===== src/rtl/cache_miss_alloc.sv =====
// Miss/allocate controller for the 8-way set-associative cache: tree PLRU, victim select, writeback, fill, install.
// Optional macro CACHE_STATS_EN adds saturating hit/miss/writeback counters on the stat_* ports.
//
// state     | meaning
// S_IDLE    | waiting for a request, req_ready=1
// S_LOOKUP  | compare-stage result valid; resolve hit or choose victim
// S_EVICT   | writeback of dirty victim outstanding
// S_FILL    | line fill outstanding
// S_INSTALL | write new tag, update PLRU, signal completion
module cache_miss_alloc #(
    parameter int WAYS     = 8,
    parameter int WAYS_REP = 3,
    parameter int INDEX    = 3,
    parameter int TAG_W    = 12
) (
    input  logic                  clk,
    input  logic                  rstb,
    input  logic                  req_valid,
    output logic                  req_ready,
    input  logic                  req_write,
    input  logic [INDEX-1:0]      req_index,
    input  logic [TAG_W-1:0]      req_tag,
    input  logic                  hit,
    input  logic [WAYS_REP-1:0]   hit_way,
    input  logic [WAYS-1:0]       set_valid,
    input  logic [WAYS-1:0]       set_dirty,
    input  logic [WAYS*TAG_W-1:0] set_tags,
    output logic                  wb_valid,
    input  logic                  wb_ready,
    output logic [INDEX-1:0]      wb_index,
    output logic [TAG_W-1:0]      wb_tag,
    output logic [WAYS_REP-1:0]   wb_way,
    output logic                  fill_valid,
    input  logic                  fill_ready,
    output logic [WAYS_REP-1:0]   fill_way,
    output logic                  tag_we,
    output logic [WAYS_REP-1:0]   tag_we_way,
    output logic [TAG_W-1:0]      tag_we_tag,
    output logic                  tag_we_dirty,
    output logic                  done,
    output logic [WAYS_REP-1:0]   done_way,
    output logic                  done_miss,
    output logic [15:0]           stat_hits,
    output logic [15:0]           stat_misses,
    output logic [15:0]           stat_wbs
);

    localparam int SETS = 2**INDEX;

    typedef enum logic [2:0] {
        S_IDLE,
        S_LOOKUP,
        S_EVICT,
        S_FILL,
        S_INSTALL
    } state_t;

    state_t                r_state;
    logic                  r_write;
    logic [INDEX-1:0]      r_index;
    logic [TAG_W-1:0]      r_tag;
    logic [WAYS_REP-1:0]   r_victim;
    logic [TAG_W-1:0]      r_wb_tag;
    logic [6:0]            r_plru [SETS];

    logic                  r_req_ready;
    logic                  r_wb_valid;
    logic                  r_fill_valid;
    logic                  r_tag_we;
    logic [WAYS_REP-1:0]   r_tag_we_way;
    logic [TAG_W-1:0]      r_tag_we_tag;
    logic                  r_tag_we_dirty;
    logic                  r_done;
    logic [WAYS_REP-1:0]   r_done_way;
    logic                  r_done_miss;

    logic [6:0]            w_plru_cur;
    logic [WAYS_REP-1:0]   w_plru_vic;
    logic                  w_inv_found;
    logic [WAYS_REP-1:0]   w_inv_way;
    logic [WAYS_REP-1:0]   w_victim;
    logic [TAG_W-1:0]      w_victim_tag;
    logic                  w_victim_dirty;

    // Point every node on way w's path away from w; other nodes keep their value.
    function automatic logic [6:0] plru_touch(input logic [6:0] p, input logic [2:0] w);
        logic [6:0] n;
        n    = p;
        n[0] = ~w[2];
        if (!w[2]) begin
            n[1] = ~w[1];
            if (!w[1]) n[3] = ~w[0];
            else       n[4] = ~w[0];
        end else begin
            n[2] = ~w[1];
            if (!w[1]) n[5] = ~w[0];
            else       n[6] = ~w[0];
        end
        return n;
    endfunction

    function automatic logic [2:0] plru_victim(input logic [6:0] p);
        logic [2:0] v;
        v[2] = p[0];
        if (!p[0]) begin
            v[1] = p[1];
            v[0] = p[1] ? p[4] : p[3];
        end else begin
            v[1] = p[2];
            v[0] = p[2] ? p[6] : p[5];
        end
        return v;
    endfunction

    assign w_plru_cur = r_plru[r_index];
    assign w_plru_vic = plru_victim(w_plru_cur);

    always_comb begin
        w_inv_found = 1'b0;
        w_inv_way   = '0;
        for (int w = WAYS-1; w >= 0; w--) begin
            if (!set_valid[w]) begin
                w_inv_found = 1'b1;
                w_inv_way   = WAYS_REP'(w);
            end
        end
    end

    // An empty way always wins over the PLRU choice.
    assign w_victim       = w_inv_found ? w_inv_way : w_plru_vic;
    assign w_victim_tag   = set_tags[int'(w_victim)*TAG_W +: TAG_W];
    assign w_victim_dirty = set_valid[w_victim] && set_dirty[w_victim];

    always_ff @(posedge clk or negedge rstb) begin
        if (!rstb) begin
            r_state        <= S_IDLE;
            r_write        <= 1'b0;
            r_index        <= '0;
            r_tag          <= '0;
            r_victim       <= '0;
            r_wb_tag       <= '0;
            for (int s = 0; s < SETS; s++) r_plru[s] <= '0;
            r_req_ready    <= 1'b1;
            r_wb_valid     <= 1'b0;
            r_fill_valid   <= 1'b0;
            r_tag_we       <= 1'b0;
            r_tag_we_way   <= '0;
            r_tag_we_tag   <= '0;
            r_tag_we_dirty <= 1'b0;
            r_done         <= 1'b0;
            r_done_way     <= '0;
            r_done_miss    <= 1'b0;
        end else begin
            r_tag_we <= 1'b0;
            r_done   <= 1'b0;
            case (r_state)
                S_IDLE: begin
                    if (req_valid) begin
                        r_write     <= req_write;
                        r_index     <= req_index;
                        r_tag       <= req_tag;
                        r_req_ready <= 1'b0;
                        r_state     <= S_LOOKUP;
                    end
                end
                S_LOOKUP: begin
                    if (hit) begin
                        r_plru[r_index] <= plru_touch(w_plru_cur, hit_way);
                        if (r_write) begin
                            r_tag_we       <= 1'b1;
                            r_tag_we_way   <= hit_way;
                            r_tag_we_tag   <= r_tag;
                            r_tag_we_dirty <= 1'b1;
                        end
                        r_done      <= 1'b1;
                        r_done_way  <= hit_way;
                        r_done_miss <= 1'b0;
                        r_req_ready <= 1'b1;
                        r_state     <= S_IDLE;
                    end else begin
                        r_victim <= w_victim;
                        r_wb_tag <= w_victim_tag;
                        if (w_victim_dirty) begin
                            r_wb_valid <= 1'b1;
                            r_state    <= S_EVICT;
                        end else begin
                            r_fill_valid <= 1'b1;
                            r_state      <= S_FILL;
                        end
                    end
                end
                S_EVICT: begin
                    if (wb_ready) begin
                        r_wb_valid   <= 1'b0;
                        r_fill_valid <= 1'b1;
                        r_state      <= S_FILL;
                    end
                end
                S_FILL: begin
                    if (fill_ready) begin
                        r_fill_valid <= 1'b0;
                        r_state      <= S_INSTALL;
                    end
                end
                S_INSTALL: begin
                    r_plru[r_index] <= plru_touch(w_plru_cur, r_victim);
                    r_tag_we       <= 1'b1;
                    r_tag_we_way   <= r_victim;
                    r_tag_we_tag   <= r_tag;
                    r_tag_we_dirty <= r_write;
                    r_done         <= 1'b1;
                    r_done_way     <= r_victim;
                    r_done_miss    <= 1'b1;
                    r_req_ready    <= 1'b1;
                    r_state        <= S_IDLE;
                end
                default: begin
                    r_wb_valid   <= 1'b0;
                    r_fill_valid <= 1'b0;
                    r_req_ready  <= 1'b1;
                    r_state      <= S_IDLE;
                end
            endcase
        end
    end

    assign req_ready    = r_req_ready;
    assign wb_valid     = r_wb_valid;
    assign wb_index     = r_index;
    assign wb_tag       = r_wb_tag;
    assign wb_way       = r_victim;
    assign fill_valid   = r_fill_valid;
    assign fill_way     = r_victim;
    assign tag_we       = r_tag_we;
    assign tag_we_way   = r_tag_we_way;
    assign tag_we_tag   = r_tag_we_tag;
    assign tag_we_dirty = r_tag_we_dirty;
    assign done         = r_done;
    assign done_way     = r_done_way;
    assign done_miss    = r_done_miss;

`ifdef CACHE_STATS_EN
    logic [15:0] r_stat_hits;
    logic [15:0] r_stat_misses;
    logic [15:0] r_stat_wbs;

    always_ff @(posedge clk or negedge rstb) begin
        if (!rstb) begin
            r_stat_hits   <= '0;
            r_stat_misses <= '0;
            r_stat_wbs    <= '0;
        end else begin
            if (r_done && !r_done_miss && (r_stat_hits != 16'hFFFF))
                r_stat_hits <= r_stat_hits + 16'd1;
            if (r_done && r_done_miss && (r_stat_misses != 16'hFFFF))
                r_stat_misses <= r_stat_misses + 16'd1;
            if (r_wb_valid && wb_ready && (r_stat_wbs != 16'hFFFF))
                r_stat_wbs <= r_stat_wbs + 16'd1;
        end
    end

    assign stat_hits   = r_stat_hits;
    assign stat_misses = r_stat_misses;
    assign stat_wbs    = r_stat_wbs;
`else
    assign stat_hits   = '0;
    assign stat_misses = '0;
    assign stat_wbs    = '0;
`endif

endmodule


===== config.mk =====
export PLATFORM = sky130hd
export DESIGN_NAME = cache_miss_alloc
export DESIGN_NICKNAME = d
export VERILOG_FILES = /design/src/rtl/cache_miss_alloc.sv
export SDC_FILE = /design/constraint.sdc
export NUM_CORES = 1
export LEC_CHECK = 0
export BUFFER_PORTS_ARGS = -buffer_cell sky130_fd_sc_hd__clkbuf_2
export CAP_MARGIN = 20
export CORE_MARGIN = 2
export CORE_UTILIZATION = 40
export DETAILED_ROUTE_END_ITERATION = 16
export GPL_TIMING_DRIVEN = 1
export PLACE_DENSITY = 0.66
export REMOVE_ABC_BUFFERS = 1
export SYNTH_ARGS = -nofsm -noshare
export SYNTH_HDL_FRONTEND = slang
export SYNTH_SLANG_ARGS = --single-unit

===== constraint.sdc =====
create_clock -name clk -period 2.8 [get_ports clk]
set_input_delay 0.56 -clock clk [delete_from_list [all_inputs] [get_ports clk]]
set_output_delay 0.56 -clock clk [all_outputs]
set_load 0.1 [all_outputs]

=== Word-level counts from Yosys, hierarchy flattened ===
Cells that the tools add are included.

* Word-level logic and storage cells: 164
* Input port bits: 137
* Register bits: 115
* Output and inout bits: 94

* Equal/unequal tests: 12
* Shift-type cells: 1
* $mul: 1
* Reductions and logical operators: 15
* Bitwise logic cells: 11
* Muxes and demuxes: 97
* Magnitude comparators: 3

{| class="wikitable"
|+ Operator list
! operator !! number
|-
| $bwmux W56 || 2
|-
| $pmux W56 S2 || 1
|-
| $shiftx A96 B8 Y12 || 1
|-
| $mux W56 || 1
|-
| $mux W1 || 46
|-
| $mux W3 || 15
|-
| $mux W12 || 2
|-
| $mux W2 || 12
|-
| $pmux W12 S2 || 1
|-
| $bmux W7 S3 || 1
|-
| $demux W7 S3 || 1
|-
| $mux W7 || 3
|-
| $ne A2 B2 Y1 const B || 8
|-
| $pmux W3 S2 || 2
|-
| $pmux W3 S4 || 1
|-
| $not A1 Y1 || 10
|-
| $reduce_and A3 Y1 || 3
|-
| $pmux W1 S2 || 4
|-
| $bmux W1 S3 || 2
|-
| $eq A3 B2 Y1 const B || 2
|-
| $pmux W1 S3 || 2
|-
| $reduce_and A2 Y1 || 3
|-
| $mul A3 B2 Y5 const B || 1
|-
| $reduce_and A5 Y1 || 1
|-
| other kinds (13) || 15
|}

=== Depth between registers and ports, before layout ===
* Depth in word-level cells: 15
* Depth in mapped cells: 12

=== Worst setup path before layout ===
OpenSTA, ideal clock, no wires.

* Path type: reg-to-reg
* From: reg r_index[1] (netlist: wb_index[1])
* To: reg r_wb_tag[0] (netlist: wb_tag[0])
* Path slack: -0.451 ns
* Data arrival time: 3.159 ns
* Library setup time: 0.092 ns
* Path buffers: 2
* Period minus slack after synthesis: 3.251 ns
* Cell stages (with the launch flop): 11
* Cells stage by stage: dfrtp_1 buf_6 mux4_2 mux2_4 mux2i_2 o311a_4 nand2_1 nor2_1 buf_2 a32o_1 o31ai_2

* Cells in the longest elaborated chain, start to end: 9
* Elaborated cells between the ends (all ways): 10
* Classes of those cells: mul: 1; shift: 1; mux: 7; bitwise: 1

{| class="wikitable"
|+ Ends and longest elaborated chain
! element !! RTL line !! RTL
|-
| start: declaration || 60 || <nowiki>logic [INDEX-1:0] r_index;</nowiki>
|-
| start signal: assignment || 160 || <nowiki>r_index <= req_index;</nowiki>
|-
| $not A3 Y4 (implied by the code) (*) || 115 || <nowiki>assign w_plru_cur = r_plru[r_index];</nowiki>
|-
| $bmux W7 S3 (*) || 115 ||
|-
| $mux W7 (implied by the code) (*) (2 in a row) || 115 ||
|-
| $mux W1 (on tied branches) || 107, 110 ||
|-
| $mux W2 || 105 || <nowiki>if (!p[0]) begin</nowiki>
|-
| $mux W3 (*) || 130 || <nowiki>assign w_victim = w_inv_found ? w_inv_way : w_plru_vic;</nowiki>
|-
| $mul A3 B2 Y5 (*) || 131 || <nowiki>assign w_victim_tag = set_tags[int'(w_victim)*TAG_W +: TAG_W];</nowiki>
|-
| $shiftx A96 B8 Y12 (*) || 131 ||
|-
| end signal: assignment || 182 || <nowiki>r_wb_tag <= w_victim_tag;</nowiki>
|-
| end: declaration || 63 || <nowiki>logic [TAG_W-1:0] r_wb_tag;</nowiki>
|}

Mark *: on every way between the ends. The rest lies on a longest branch, timed or not. The select of a mux whose other input is x is not followed.
A chain may end at the register's enable or synchronous reset.

=== Worst setup path after layout ===
* From: reg r_index[2] (netlist: wb_index[2])
* To: reg r_wb_tag[2] (netlist: wb_tag[2])

Same word-level chain as after synthesis.

==> results.sh <==
export IMPL_run_status="finished, final reports clean"
export IMPL_timing_critical_path_max_delay_family="compound AO/OA/AOI/OAI gates"
export IMPL_layout_commonest_cell="sky130_fd_sc_hd__clkbuf_2"
export IMPL_crit_path_end="wb_tag[2]$_DFFE_PN0P_"
export IMPL_fin_crit_ns=2.750
export IMPL_yosys_most_used_dff="sky130_fd_sc_hd__dfrtp_1"
export IMPL_post_dp_cell_area_um2=7886
export IMPL_critical_path_startpoint="wb_index[2]$_DFFE_PN0P_"
export IMPL_cts_root_buffer_cell="sky130_fd_sc_hd__clkbuf_16"
export IMPL_first_iter_violations=397
export IMPL_path_common_cell="sky130_fd_sc_hd__buf_6"
export IMPL_floorplan_die_area_um2=17540
export IMPL_routedWlPerCell_um=17.69
export IMPL_yosys_warning_count=0
export IMPL_grt_util_all_layers_pct=21.10
export IMPL_dpl_cell_count=1049
export IMPL_cp_slowest_cell="sky130_fd_sc_hd__dfrtp_1"
export IMPL_fp_row_count=46
export IMPL_critPathBufInv=4
export IMPL_power_frac_clock_pct=18.0
export IMPL_power_internal_w=0.006007
export IMPL_synthesis_area_per_instance_um2=10.47
export IMPL_clock_pin_slew_on_the_worst_setup_and_hold_paths_ns=0.05
export IMPL_power_switching_w=0.005672
export IMPL_number_of_enable_flip_flop_cells_after_synthesis=0
export IMPL_rrSetupSlack_ns=0.05
export IMPL_max_slew_margin_pct=56.02
export IMPL_ys_ff_latch=115
export IMPL_post_layout_nonfiller_instances=1100
export IMPL_setup_tns_ns=0
export IMPL_cts_tree="built"
export IMPL_vias=5627
export IMPL_grt_max_degree=47
export IMPL_clock_tree_htree_level_count=4
export IMPL_final_layout_size_suffix_gt1_share_pct=46.04
export IMPL_final_area_um2=8920
export IMPL_highest_attainable_clock_frequency_mhz=363.7
export IMPL_layout_common_cells="sky130_fd_sc_hd__clkbuf_2, sky130_fd_sc_hd__dfrtp_1, sky130_fd_sc_hd__nand2_1"
export IMPL_ir_drop_mv=0.7897
export IMPL_power_leakage_nw=4.273
export IMPL_synth_cell_type_count=59
export IMPL_cts_num_sinks=115
export IMPL_worstSkewPairLatency_ns=0.42
export IMPL_last_weighted_congestion_value_of_the_routability_driven_placer=0.8713
export IMPL_p_seq_share_pct=25.5
export IMPL_core_area_um2=16000
export IMPL_mappedNetlistArea_um2=6598
export IMPL_p_comb_share_pct=56.5
export IMPL_chipWidth_um=132.4
export IMPL_worst_endpoint_arrival_ns=3.07
export IMPL_layout_nets=1008
export IMPL_ctsLongestPathBuffers=2
export IMPL_max_stage_delay_ns=0.39
export IMPL_skew_ns=0.01033
export IMPL_data_required_time_of_the_worst_path_ns=3.12
export IMPL_post_synthesis_cell_count=630
export IMPL_final_hold_violation_count=0
export IMPL_boundaryPins=231
export IMPL_maxCapViolations=0
export IMPL_startpoint_of_the_lowest_slack_register_to_register_path="wb_index[2]$_DFFE_PN0P_"
export IMPL_number_of_global_route_vias_before_repair=5470
export IMPL_critical_path_depth=12
export IMPL_dr_pass1_iters=4
export IMPL_grt_setup_unrepaired="yes"
export IMPL_final_period_utilization_pct=98.20
export IMPL_p_total_w=0.01168
export IMPL_vias_per_cell=5.115
export IMPL_antenna_left=0
export IMPL_setup_violations_final=0
export IMPL_timing_rr_end="wb_tag[2]$_DFFE_PN0P_"
export IMPL_grt_antenna_before_repair=0
export IMPL_async_reset_ff_share_pct=100.0
export IMPL_startpoint_kind_of_the_worst_setup_timing_path="register"
export IMPL_sw_frac_of_total_pct=48.56
export IMPL_dpl_hpwl_um=14080
export IMPL_area_delta_synth_final_pct=35.20
export IMPL_critical_path_cell_chain="buf_6 -> mux2_4 -> o221a_4 -> buf_6 -> o2111ai_4 -> o211ai_4 -> nor2_4 -> buf_12 -> clkbuf_16 -> nand2_2 -> a32o_2 -> o31ai_2"
export IMPL_reg2reg_depth=12
export IMPL_initial_standard_cell_utilization_of_the_core_pct=41.23
export IMPL_setup_worst_path_class="register to register"
export IMPL_hold_buffers=0
export IMPL_slew_violations=0
export IMPL_drc_markers=0
export IMPL_endpoint_kind="register"
export IMPL_cts_buffers_inserted=17
export IMPL_hold_class="primary input to asynchronous set/reset pin"
export IMPL_seq_area_frac_synth_pct=43.64
export IMPL_route_final_wire_length_um=19460
export IMPL_global_route_overflow_total=0
export IMPL_io_buffers=182
export IMPL_final_hold_slack_ns=0.07700
export IMPL_antenna_cells=0
export IMPL_die_height_um=132.4
export IMPL_max_slew_worst_pin_slew_ns=0.6598
export IMPL_power_density_nw_per_um2=1309
export IMPL_crit_fanout=7
export IMPL_wire_length_of_the_first_global_routing_pass_um=28860
## cells by family (layout without fill, tap and decap cells)
group,count (synthesis),after routing,synth area share (%)
buffers and inverters,91,297,9.141
AO/OA/AOI/OAI,141,141,15.93
flip-flops,115,115,43.64
other,1,48,0.05684
multiplexers,99,99,18.64
AND/OR/NAND/NOR,183,184,12.59
## what timing repair did
action                                  4_1_cts  5_1_grt
setup buffers                                 1       11
pin swaps                                     1       19
endpoints found under the hold margin         0        0
endpoints found under the setup margin       15       15
gates cloned                                  0        9
resized for setup                             4       37
## power groups by stage
stage	clock network (W)	logic [W]	registers [W]
4_1_cts	0.00213	0.00632	0.00298
5_1_grt	0.00221	0.00696	0.00308
6_report	0.00210	0.00660	0.00298
3_5_place_dp	0	0.00627	0.00300
3_3_place_gp	0	0.00621	0.00297
2_1_floorplan	0	0.00245	0.00512
## synth_stat cells (2+ instances only)
cell	number	area, um2
sky130_fd_sc_hd__nor3b_1	3	22.52
sky130_fd_sc_hd__nor2_1	61	229.0
sky130_fd_sc_hd__a32o_1	26	260.3
sky130_fd_sc_hd__buf_2	5	25.02
sky130_fd_sc_hd__dfrtp_1	114	2853
sky130_fd_sc_hd__o21ai_1	7	35.03
sky130_fd_sc_hd__clkbuf_1	20	75.07
sky130_fd_sc_hd__o21bai_1	2	15.01
sky130_fd_sc_hd__mux2_2	46	518.0
sky130_fd_sc_hd__mux2_4	3	45.04
sky130_fd_sc_hd__nor2b_1	3	18.77
sky130_fd_sc_hd__mux2i_2	3	41.29
sky130_fd_sc_hd__buf_6	7	78.83
sky130_fd_sc_hd__nand4_1	2	12.51
sky130_fd_sc_hd__mux2i_1	34	340.3
sky130_fd_sc_hd__inv_1	4	15.01
sky130_fd_sc_hd__nand3_1	2	10.01
sky130_fd_sc_hd__a21oi_1	60	300.3
sky130_fd_sc_hd__buf_4	54	405.4
sky130_fd_sc_hd__a211oi_1	4	30.03
sky130_fd_sc_hd__o21a_1	3	22.52
sky130_fd_sc_hd__mux4_2	11	247.7
sky130_fd_sc_hd__o211ai_1	4	30.03
sky130_fd_sc_hd__nor3_1	4	20.02
sky130_fd_sc_hd__nand2b_1	7	43.79
sky130_fd_sc_hd__nand2_1	85	319.1
sky130_fd_sc_hd__o21ai_0	9	45.04
sky130_fd_sc_hd__and3_1	3	18.77
sky130_fd_sc_hd__a21oi_2	2	17.52
sky130_fd_sc_hd__and2_1	2	12.51
sky130_fd_sc_hd__o31ai_2	12	150.1
## worst min path at each step
stage / start / to / slack [ns] / cells after the start
2_1_floorplan: rstb / done$_DFF_PN0_ / 0.26 / 0
3_3_place_gp: wb_tag[3]$_DFFE_PN0P_ / wb_tag[3]$_DFFE_PN0P_ / 0.47 / 2
3_5_place_dp: wb_tag[3]$_DFFE_PN0P_ / wb_tag[3]$_DFFE_PN0P_ / 0.47 / 2
4_1_cts: rstb / r_plru[18]$_DFFE_PN0P_ / 0.08 / 1
5_1_grt: rstb / r_plru[1]$_DFFE_PN0P_ / 0.10 / 1
6_report: rstb / r_plru[18]$_DFFE_PN0P_ / 0.08 / 1
## stage by stage
stage          utilization (%)  worst slack [ns]
2_1_floorplan                -            -1.105
3_3_place_gp             49.29           -0.2210
3_5_place_dp             49.29           -0.2707
4_1_cts                  53.18         0.0008582
5_1_grt                  55.75          -0.03665
6_report                 55.75           0.05033
## area by class of cell
| cell class | count | area (um2) |
|---|---|---|
| fillers | 1399 | 7081 |
| multi-input cells | 472 | 3437 |
| flip-flops and latches | 115 | 2880 |
| repair buffers | 261 | 1732 |
| clock buffers | 24 | 511.7 |
| well taps | 216 | 270.3 |
| clock inverters | 8 | 73.82 |
| inverters | 4 | 15.01 |
## flip-flops by register name, indices dropped and copies added (netlist names), 3 cells and up
register and cells:
r_plru 56, r_state 3, fill_way 3, done_way 3, r_tag 12, tag_we_way 3, wb_index 3, wb_tag 12
tag_we_tag 12
## routing by layer
layer	part of all wire, %	vias to the layer above	GRT usage, %
met5	0	-	0
met4	3.6	0	10.45
met3	5.8	42	5.019
met2	51	210	36.07
met1	40	2730	24.89
li1	-	2645	-
Note: power is estimated with default switching activity, not from simulation.
